### src/rtl/posu_ctl_pkg.sv
// Shared types for the POSU issue/writeback scheduler: request packet, op encoding,
// and request decode helpers.
package posu_ctl_pkg;

  typedef enum logic [1:0] {
    ADD = 2'd0,
    SUB = 2'd1,
    MUL = 2'd2,
    DIV = 2'd3
  } posu_op_t;

  typedef struct packed {
    logic valid;
    logic add;
    logic sub;
    logic mul;
    logic div;
  } posu_pkt_t;

  localparam int RSV_W = 32;

  // A valid packet with no op bit set carries no work and is silently dropped.
  function automatic logic posu_has_op(input posu_pkt_t p);
    return p.valid & (p.add | p.sub | p.mul | p.div);
  endfunction

  function automatic posu_op_t posu_decode(input posu_pkt_t p);
    if (p.div)      return DIV;
    else if (p.mul) return MUL;
    else if (p.sub) return SUB;
    else            return ADD;
  endfunction

endpackage

### src/rtl/posu_ctl_if.sv
// Decode <-> POSU scheduler bus. Optional PMU pulses exist only with RV_POSU_PMU_EN.
interface posu_ctl_if;
  import posu_ctl_pkg::*;

  posu_pkt_t  i0_ap;
  logic [4:0] i0_rd;
  posu_pkt_t  i1_ap;
  logic [4:0] i1_rd;
  logic       flush;

  logic       posu_i0_stall;
  logic       posu_i1_stall;
  logic       posu_issue_valid;
  logic       posu_issue_sel;
  posu_op_t   posu_issue_op;
  logic       posu_wb_valid;
  logic [4:0] posu_wb_rd;
  logic       posu_wb_pipe;
  logic       posu_div_busy;
`ifdef RV_POSU_PMU_EN
  logic       posu_pmu_issue;
  logic       posu_pmu_wb_stall;
  logic       posu_pmu_div_stall;
`endif

  modport master (
    output i0_ap, i0_rd, i1_ap, i1_rd, flush,
    input  posu_i0_stall, posu_i1_stall, posu_issue_valid, posu_issue_sel,
           posu_issue_op, posu_wb_valid, posu_wb_rd, posu_wb_pipe, posu_div_busy
`ifdef RV_POSU_PMU_EN
  , input  posu_pmu_issue, posu_pmu_wb_stall, posu_pmu_div_stall
`endif
  );

  modport slave (
    input  i0_ap, i0_rd, i1_ap, i1_rd, flush,
    output posu_i0_stall, posu_i1_stall, posu_issue_valid, posu_issue_sel,
           posu_issue_op, posu_wb_valid, posu_wb_rd, posu_wb_pipe, posu_div_busy
`ifdef RV_POSU_PMU_EN
  , output posu_pmu_issue, posu_pmu_wb_stall, posu_pmu_div_stall
`endif
  );

endinterface

### src/rtl/posu_wb_sched.sv
// Writeback slot reservation: rsv[k] marks a result due k cycles from now, with the
// matching destination register and pipe carried alongside in shift registers.
module posu_wb_sched
  import posu_ctl_pkg::*;
(
  input  logic       clk,
  input  logic       set,
  input  logic [4:0] set_lat,
  input  logic [4:0] rd,
  input  logic       pipe,
  input  logic       flush,
  input  logic [4:0] chk_lat,
  output logic       slot_free,
  output logic       wb_valid,
  output logic [4:0] wb_rd,
  output logic       wb_pipe
);

  logic [RSV_W-1:0]        rsv, rsv_nxt;
  logic [RSV_W-1:0][4:0]   rd_q, rd_nxt;
  logic [RSV_W-1:0]        pipe_q, pipe_nxt;

  // The new entry lands at L-1 because the whole vector shifts down this same edge.
  always_comb begin
    rsv_nxt  = {1'b0, rsv[RSV_W-1:1]};
    rd_nxt   = {5'd0, rd_q[RSV_W-1:1]};
    pipe_nxt = {1'b0, pipe_q[RSV_W-1:1]};
    if (set) begin
      rsv_nxt[set_lat - 5'd1]  = 1'b1;
      rd_nxt[set_lat - 5'd1]   = rd;
      pipe_nxt[set_lat - 5'd1] = pipe;
    end
  end

  always_ff @(posedge clk) begin
    if (flush) rsv <= '0;
    else       rsv <= rsv_nxt;
  end

  always_ff @(posedge clk) begin
    rd_q   <= rd_nxt;
    pipe_q <= pipe_nxt;
  end

  assign slot_free = ~rsv[chk_lat];
  assign wb_valid  = rsv[0] & ~flush;
  assign wb_rd     = wb_valid ? rd_q[0] : 5'd0;
  assign wb_pipe   = wb_valid & pipe_q[0];

endmodule

### src/rtl/posu_ctl.sv
// POSU issue arbiter, divider tracker and writeback scheduler front end.
// Optional PMU event outputs are built when RV_POSU_PMU_EN is defined.
module posu_ctl
  import posu_ctl_pkg::*;
#(
  parameter int ADD_LAT    = 2,
  parameter int MUL_LAT    = 3,
  parameter int DIV_CYCLES = 16
) (
  input  logic        clk,
  input  logic        rst,
  posu_ctl_if.slave   bus
);

  logic       kill;
  logic       act0, act1;
  logic       cand_act, cand_sel, cand_div;
  posu_op_t   cand_op;
  logic [4:0] cand_rd, cand_lat;
  logic       slot_free, div_free, issue;
  logic [4:0] div_cnt;

  function automatic logic [4:0] op_lat(input posu_op_t op);
    case (op)
      ADD, SUB: return 5'(ADD_LAT);
      MUL:      return 5'(MUL_LAT);
      default:  return 5'(DIV_CYCLES);
    endcase
  endfunction

  // Reset behaves exactly like a flush for all in-flight work.
  assign kill = bus.flush | rst;

  assign act0 = posu_has_op(bus.i0_ap);
  assign act1 = posu_has_op(bus.i1_ap);

  // i0 is older: when it holds work, i1 is not even considered.
  assign cand_act = act0 | act1;
  assign cand_sel = ~act0;
  assign cand_op  = act0 ? posu_decode(bus.i0_ap) : posu_decode(bus.i1_ap);
  assign cand_rd  = act0 ? bus.i0_rd : bus.i1_rd;
  assign cand_lat = op_lat(cand_op);
  assign cand_div = (cand_op == DIV);

  assign div_free = (div_cnt == 5'd0);
  assign issue    = cand_act & slot_free & (~cand_div | div_free) & ~kill;

  posu_wb_sched u_wb_sched (
    .clk       (clk),
    .set       (issue),
    .set_lat   (cand_lat),
    .rd        (cand_rd),
    .pipe      (cand_sel),
    .flush     (kill),
    .chk_lat   (cand_lat),
    .slot_free (slot_free),
    .wb_valid  (bus.posu_wb_valid),
    .wb_rd     (bus.posu_wb_rd),
    .wb_pipe   (bus.posu_wb_pipe)
  );

  always_ff @(posedge clk) begin
    if (kill)                   div_cnt <= 5'd0;
    else if (issue && cand_div) div_cnt <= 5'(DIV_CYCLES - 1);
    else if (!div_free)         div_cnt <= div_cnt - 5'd1;
  end

  assign bus.posu_issue_valid = issue;
  assign bus.posu_issue_sel   = issue & cand_sel;
  assign bus.posu_issue_op    = issue ? cand_op : ADD;
  assign bus.posu_i0_stall    = act0 & ~issue & ~kill;
  assign bus.posu_i1_stall    = act1 & ~(issue & cand_sel) & ~kill;
  assign bus.posu_div_busy    = ~div_free;

`ifdef RV_POSU_PMU_EN
  assign bus.posu_pmu_issue     = issue;
  assign bus.posu_pmu_wb_stall  = cand_act & ~slot_free & ~(cand_div & ~div_free) & ~kill;
  assign bus.posu_pmu_div_stall = cand_act & cand_div & ~div_free & ~kill;
`endif

endmodule

### src/flat_wrapper.sv
// flat-port wrapper written by rule: the top's interface ports become plain ports
module posu_ctl_flat import posu_ctl_pkg::*;
#(
  parameter int ADD_LAT    = 2,
  parameter int MUL_LAT    = 3,
  parameter int DIV_CYCLES = 16
)
  (clk, rst, bus_i0_ap, bus_i0_rd, bus_i1_ap, bus_i1_rd, bus_flush, bus_posu_i0_stall, bus_posu_i1_stall, bus_posu_issue_valid, bus_posu_issue_sel, bus_posu_issue_op, bus_posu_wb_valid, bus_posu_wb_rd, bus_posu_wb_pipe, bus_posu_div_busy);
  posu_ctl_if bus_i ();
  input  logic clk;
  input  logic rst;
  input wire logic [$bits(bus_i.i0_ap)-1:0] bus_i0_ap;
  input wire logic [$bits(bus_i.i0_rd)-1:0] bus_i0_rd;
  input wire logic [$bits(bus_i.i1_ap)-1:0] bus_i1_ap;
  input wire logic [$bits(bus_i.i1_rd)-1:0] bus_i1_rd;
  input wire logic [$bits(bus_i.flush)-1:0] bus_flush;
  output wire logic [$bits(bus_i.posu_i0_stall)-1:0] bus_posu_i0_stall;
  output wire logic [$bits(bus_i.posu_i1_stall)-1:0] bus_posu_i1_stall;
  output wire logic [$bits(bus_i.posu_issue_valid)-1:0] bus_posu_issue_valid;
  output wire logic [$bits(bus_i.posu_issue_sel)-1:0] bus_posu_issue_sel;
  output wire logic [$bits(bus_i.posu_issue_op)-1:0] bus_posu_issue_op;
  output wire logic [$bits(bus_i.posu_wb_valid)-1:0] bus_posu_wb_valid;
  output wire logic [$bits(bus_i.posu_wb_rd)-1:0] bus_posu_wb_rd;
  output wire logic [$bits(bus_i.posu_wb_pipe)-1:0] bus_posu_wb_pipe;
  output wire logic [$bits(bus_i.posu_div_busy)-1:0] bus_posu_div_busy;
  assign bus_i.i0_ap = bus_i0_ap;
  assign bus_i.i0_rd = bus_i0_rd;
  assign bus_i.i1_ap = bus_i1_ap;
  assign bus_i.i1_rd = bus_i1_rd;
  assign bus_i.flush = bus_flush;
  assign bus_posu_i0_stall = bus_i.posu_i0_stall;
  assign bus_posu_i1_stall = bus_i.posu_i1_stall;
  assign bus_posu_issue_valid = bus_i.posu_issue_valid;
  assign bus_posu_issue_sel = bus_i.posu_issue_sel;
  assign bus_posu_issue_op = bus_i.posu_issue_op;
  assign bus_posu_wb_valid = bus_i.posu_wb_valid;
  assign bus_posu_wb_rd = bus_i.posu_wb_rd;
  assign bus_posu_wb_pipe = bus_i.posu_wb_pipe;
  assign bus_posu_div_busy = bus_i.posu_div_busy;
  posu_ctl #(.ADD_LAT(ADD_LAT), .MUL_LAT(MUL_LAT), .DIV_CYCLES(DIV_CYCLES)) u_core (.clk(clk), .rst(rst), .bus(bus_i));
endmodule
### config.mk
export PLATFORM = sky130hd
export DESIGN_NAME = posu_ctl_flat
export DESIGN_NICKNAME = d
export VERILOG_FILES = /design/src/rtl/posu_ctl_pkg.sv /design/src/rtl/posu_ctl_if.sv /design/src/rtl/posu_wb_sched.sv /design/src/rtl/posu_ctl.sv /design/src/flat_wrapper.sv
export SDC_FILE = /design/constraint.sdc
export NUM_CORES = 1
export LEC_CHECK = 0
export CAP_MARGIN = 0
export CORE_AREA = 5 5 140 142
export DETAILED_ROUTE_END_ITERATION = 16
export DIE_AREA = 0 0 145 147
export PLACE_DENSITY = 0.55
export SYNTH_ARGS = -nofsm -noshare
export SYNTH_HDL_FRONTEND = slang
export SYNTH_SLANG_ARGS = --single-unit
export TNS_END_PERCENT = 50
### constraint.sdc
create_clock -name clk -period 1.9 [get_ports clk]
set_input_delay 0.38 -clock clk [delete_from_list [all_inputs] [get_ports clk]]
set_output_delay 0.38 -clock clk [all_outputs]
set_load 0.01 [all_outputs]
**After elaboration in Yosys (flattened, before gate mapping)**

Cells that the tools add are included.

- Add/subtract/negate cells: 2
- Order comparisons: 3
- Equal/unequal tests: 4
- Mux-type cells: 24
- Bitwise gates (word level): 29
- Reduce and logical (&&, ||, !) cells: 7

Operators by type and width:

| operator | number |
|---|---|
| $bwmux W160 | 1 |
| $mux W155 | 1 |
| $mux W31 | 2 |
| $bwmux W32 | 1 |
| $or A31 B32 Y32 | 1 |
| $demux W5 S5 | 1 |
| $mux W5 | 3 |
| $and A1 B1 Y1 | 12 |
| $lt A5 B6 Y1 const B | 2 |
| $mux W2 | 6 |
| $pmux W5 S2 | 1 |
| $sub A5 B1 Y5 const B | 2 |
| $or A1 B1 Y1 | 9 |
| $mux W4 | 2 |
| $not A1 Y1 | 7 |
| $reduce_or A2 Y1 | 3 |
| $bmux W1 S5 | 1 |
| $demux W1 S5 | 1 |
| $ge A5 B1 Y1 const B | 1 |
| $logic_not A5 Y1 | 1 |
| $eq A2 B2 Y1 const B | 2 |
| $mux W1 | 4 |
| $eq A2 B1 Y1 const B | 1 |
| $logic_and A1 B1 Y1 | 2 |
| 2 further kinds | 2 |

- Flip-flop bits (word level): 229
- Input port bits: 23
- Logic and storage cells: 107

**Longest topological paths before layout**

- Depth after elaboration: 18
- Gate-level depth with buffers: 7
- Mapped depth without buffers: 7

**By module**

A second synthesis with hierarchy kept.

- Cell total of the unflattened synthesis: 678
- Area total of the unflattened synthesis: 8386.8 µm²

Modules (own cells, without submodules):

| module | instances | cells each | area each (µm²) | sequential area each (µm²) |
|---|---|---|---|---|
| posu_wb_sched | 1 | 611 | 7786.2 | 4484.3 |
| posu_ctl | 1 | 67 | 600.6 | 100.1 |

**Worst setup path before layout**

Ideal clock, no wire load.

- Path type: register to output
- Start point: register u_core.div_cnt[0]
- End point: output bus_posu_issue_op[0]
- Arrival time: 1.822 ns
- Path slack: -0.302 ns
- Cell stages (with the launch flop): 8
- Path buffers: 0
- Cells stage by stage: dfxtp_1 > inv_1 > ha_1 > nor4b_4 > inv_2 > o22ai_1 > o21ai_0 > nor4_1

- Longest elaborated chain between the ends: 5

RTL lines:

| item | line | RTL |
|---|---|---|
| start: declaration | posu_ctl.sv:21 | `logic [4:0] div_cnt;` |
| start signal: assignment | posu_ctl.sv:64 | `else if (issue && cand_div) div_cnt <= 5'(DIV_CYCLES - 1);` |
| start signal: assignment | posu_ctl.sv:65 | `else if (!div_free) div_cnt <= div_cnt - 5'd1;` |
| $logic_not A5 Y1 | posu_ctl.sv:45 | `assign div_free = (div_cnt == 5'd0);` |
| $or A1 B1 Y1 | posu_ctl.sv:46 | `assign issue = cand_act & slot_free & (~cand_div \| div_free) & ~kill;` |
| $and A1 B1 Y1 (2 in a row) | posu_ctl.sv:46 |  |
| $mux W2 | posu_ctl.sv:70 | `assign bus.posu_issue_op = issue ? cand_op : ADD;` |
| end: declaration | flat_wrapper.sv:21 | `output wire logic [$bits(bus_i.posu_issue_op)-1:0] bus_posu_issue_op;` |

No other way between the ends.

**Worst setup path after layout**

Ends and elaborated chain as after synthesis.

==> results.txt <==
----------------------------------------------------
[Timing]
  Final worst path period share ... 128%
  Maximum clock frequency ... 412 MHz
  Final critical path time including I/O delays and setup ... 2430 ps
  Aggregate negative setup slack ... -5380 ps
  Post-route worst setup slack ... -527 ps
  Finish-stage setup viols ... 18
  Worst clock skew ... 9.72 ps
  Max-slew violations ... 0
  Final Hold Vio Count ... 0
  RSZ-0062 raised after global routing ... true

[Power and ir drop]
  Switching Share ... 19.6%
  Flop pwr share ... 50.3%
  Leak ... 0.00314 µW
  VDD IR-drop max ... 0.000718 V
  Share of power burned in combinational logic ... 7.3%
  Internal power of the cells ... 8410 µW
  Total power density per cell area ... 1420 nW/µm²
  Sw Pwr ... 2050 µW
  Power share of the clock group ... 42.5%

[Logic synthesis]
  Ys async rst share ... 0%
  Yosys synthesis warning count ... 0
  Fraction of the yosys area taken by sequential cells ... 73.8%
  Seq cells post-synth ... 229
  Post-synth top area cell ... sky130_fd_sc_hd__dfxtp_1
  Post-synth EDFFs ... 0
  Main flop type after synthesis ... sky130_fd_sc_hd__dfxtp_1
  Biggest area contributors in the synthesized netlist ... sky130_fd_sc_hd__dfxtp_1, sky130_fd_sc_hd__clkbuf_1, sky130_fd_sc_hd__and2_1
  Unique cell type count in the Yosys netlist ... 46
  Mean post-synth cell area ... 11.4 µm²
  Post-synthesis instance area ... 6210 µm²
  Number of instances in the synthesized netlist ... 545
  Fraction of synthesized cell area taken by the top area cell type ... 73.8%

[CTS]
  Clock latency at the later pin of the worst-skew pair ... 470 ps
  TritonCTS Sinks ... 229
  Clock tree from TritonCTS ... built
  TritonCTS Buffers ... 21
  Clock edge transition at the registers on the reported setup and hold paths ... 70 ps
  CTS root buffer ... sky130_fd_sc_hd__clkbuf_16
  Number of buffers on the longest clock path ... 3
  CTS H-tree depth ... 1

[Cells and area]
  Final #Nets ... 497
  Fill cell total of the finished layout ... 1699
  Number of diodes ... 0
  Multi-input gate area ... 1060 µm²
  Share of post-route cells with drive strength above 1 ... 25.9%
  Growth of design area from synthesis to finish ... 18.3%
  Final instance area ... 7350 µm²
  Sequential cell area ... 4590 µm²
  Final cell count without fillers ... 720

[Critical path]
  Critical path type ... reg2out
  Maximum fanout count along the critical path ... 3
  Worst Setup EP ... bus_posu_issue_op[0]
  Number of cell instances on the worst register-to-register path ... 7
  Startpoint of the most critical setup path ... u_core.div_cnt[0]
  Critical path data arrival time ... 2050 ps
  Crit Reg-Reg Startpoint ... u_core.div_cnt[0]
  Worst Setup End Kind ... output port
  Required time of the critical path ... 1520 ps
  Setup slack on the worst flop-to-flop path ... -270 ps
  Destination of the worst register-to-register timing path ... u_core.u_wb_sched.rd_q[77]
  Setup crit start kind ... flip-flop

[Placed design]
  Post-place instance area ... 6510 µm²
  Worst Setup Slack post-DPL ... -1000 ps
  Count of placed standard cells including taps ... 679
  HPWL reported at the end of detailed placement ... 5290 µm
  Number of port buffers ... 36
  Final Wtd Congestion ... 0.904

[Global routing]
  Wire length of the first global-routing pass ... 13800 µm
  Global-route congestion overflow total ... 0
  Initial antenna violation count ... 0
  Tot GR Track Use ... 7.75%
  Maximum number of pins on one net before global-route repair ... 24
  Vias in the first global route ... 2804

[Floorplanning]
  Die Height ... 147 µm
  Rows ... 50
  Total Die Area ... 21300 µm²
  Initial core utilization ... 33.9%
  Num ports ... 37
  Die span in x ... 145 µm
  Core box area ... 18300 µm²

[Run status]
  Violations in the final reports ... setup timing
  Result of the run ... finished, violations left

[Hold path]
  Path category of the worst min-delay check ... reg2reg

[Route]
  Drt pass-1 iters ... 4
  Iteration-0 DRC count of the detailed router ... 77
  Number of vias per cell after detailed routing ... 3.91
  Average wire per standard cell ... 11.7 µm
  ANT nets after route ... 0
  Via count ... 2814
  Total routed wirelength ... 8400 µm
  Residual DRC ... 0

[Job]
  # Max-Cap Violations ... 0

----------------------------------------------------
[state kept, by name, indices dropped and copies added (netlist names)]
register / count
u_core.u_wb_sched.pipe_q: 32
u_core.u_wb_sched.rd_q: 160
u_core.u_wb_sched.rsv: 32
u_core.div_cnt: 5
[layout make-up]
cell class	instances	share of cell area [%]
clock buffers	28	7.91
clock inverters	8	2.28
inverters	7	0.357
multi-input cells	138	14.5
flip-flops and latches	229	62.4
well taps	234	3.98
repair buffers	76	8.58
[timing repair]
item,in CTS,in global routing
resized for setup,65,7
hold buffers,0,0
pin swaps,5,5
cloned,0,0
endpoints found under the setup margin,30,24
setup buffers,4,3
[cell usage after synthesis (all sizes together) (2+ instances only)]
master,instances
a21oi,6
a31oi,2
and2,29
and3,6
buf,3
clkbuf,174
dfxtp,229
inv,7
mux2,18
nand2,21
nand2b,2
nor2,7
nor2b,3
nor3,3
nor3b,3
nor4,2
nor4b,2
o211ai,2
o21ai,5
or4,2
[through the flow]
stage | power, µW | hold WS, ps | util [%]
after global placement | 6000 | 310 | 35.5
after floorplan | 5820 | 382 | -
after detailed placement | 6030 | 312 | 35.5
after global routing | 10900 | 327 | 40.1
final | 10500 | 318 | 40.1
after CTS | 10600 | 321 | 40.0
[power groups by stage]
stage / Sequential [µW] / Clock (µW) / Combinational, µW
after global placement: 5350 / 0 / 645
final: 5260 / 4440 / 759
after detailed placement: 5370 / 0 / 665
after CTS: 5260 / 4600 / 756
after global routing: 5290 / 4790 / 830
after floorplan: 5350 / 0 / 469
[kinds of logic after synthesis]
family          share of synthesized area (%)
fa+ha+maj                               0.201
simple gates                             8.01
flops                                    73.8
compound gates                           2.92
xor+xnor                                0.141
mux                                      3.56
buf+inv                                  11.3
other cells                            0.0604
[layout by cell type (no fill, tap or decap), types with 5 or more instances in the layout]
cell                              count
sky130_fd_sc_hd__and2_1              29
sky130_fd_sc_hd__and3_1               5
sky130_fd_sc_hd__buf_2                7
sky130_fd_sc_hd__buf_4               36
sky130_fd_sc_hd__buf_6                5
sky130_fd_sc_hd__bufinv_16            5
sky130_fd_sc_hd__clkbuf_16           21
sky130_fd_sc_hd__clkdlybuf4s50_1     13
sky130_fd_sc_hd__conb_1               7
sky130_fd_sc_hd__dfxtp_1            226
sky130_fd_sc_hd__dlygate4sd2_1       13
sky130_fd_sc_hd__mux2_2              13
sky130_fd_sc_hd__mux2_4               5
sky130_fd_sc_hd__nand2_1             21
sky130_fd_sc_hd__nor2_1               5
[routing by layer]
| metal | part of all wire, % | vias to the layer above | track usage (%) |
|---|---|---|---|
| met1 | 47 | 1300 | 9.84 |
| met3 | 5.0 | 30 | 2.50 |
| met5 | 0 | - | 0 |
| li1 | - | 1414 | - |
| met2 | 44 | 70 | 12.1 |
| met4 | 3.7 | 0 | 3.34 |
[worst min path at each step]
stage / slack [ps] / cells after the start / to / startpoint
after global placement: 310 / 0 / u_core.u_wb_sched.rd_q[141] / u_core.u_wb_sched.rd_q[146]
after CTS: 320 / 0 / u_core.u_wb_sched.rd_q[22] / u_core.u_wb_sched.rd_q[27]
after detailed placement: 310 / 0 / u_core.u_wb_sched.rd_q[145] / u_core.u_wb_sched.rd_q[150]
final: 320 / 0 / u_core.u_wb_sched.rd_q[22] / u_core.u_wb_sched.rd_q[27]
after floorplan: 380 / 1 / u_core.u_wb_sched.pipe_q[0] / u_core.u_wb_sched.pipe_q[1]
after global routing: 330 / 0 / u_core.u_wb_sched.rd_q[38] / u_core.u_wb_sched.rd_q[43]
[critical path, cell delays in order, from the launching register on]
cell	delay, ps
sky130_fd_sc_hd__dfxtp_2	320
sky130_fd_sc_hd__inv_2	70
sky130_fd_sc_hd__ha_4	130
sky130_fd_sc_hd__nor4b_4	250
sky130_fd_sc_hd__inv_2	100
sky130_fd_sc_hd__o22ai_4	230
sky130_fd_sc_hd__o21ai_4	120
sky130_fd_sc_hd__nor4_2	170
sky130_fd_sc_hd__buf_2	180
(Power assumes the default switching activity.)
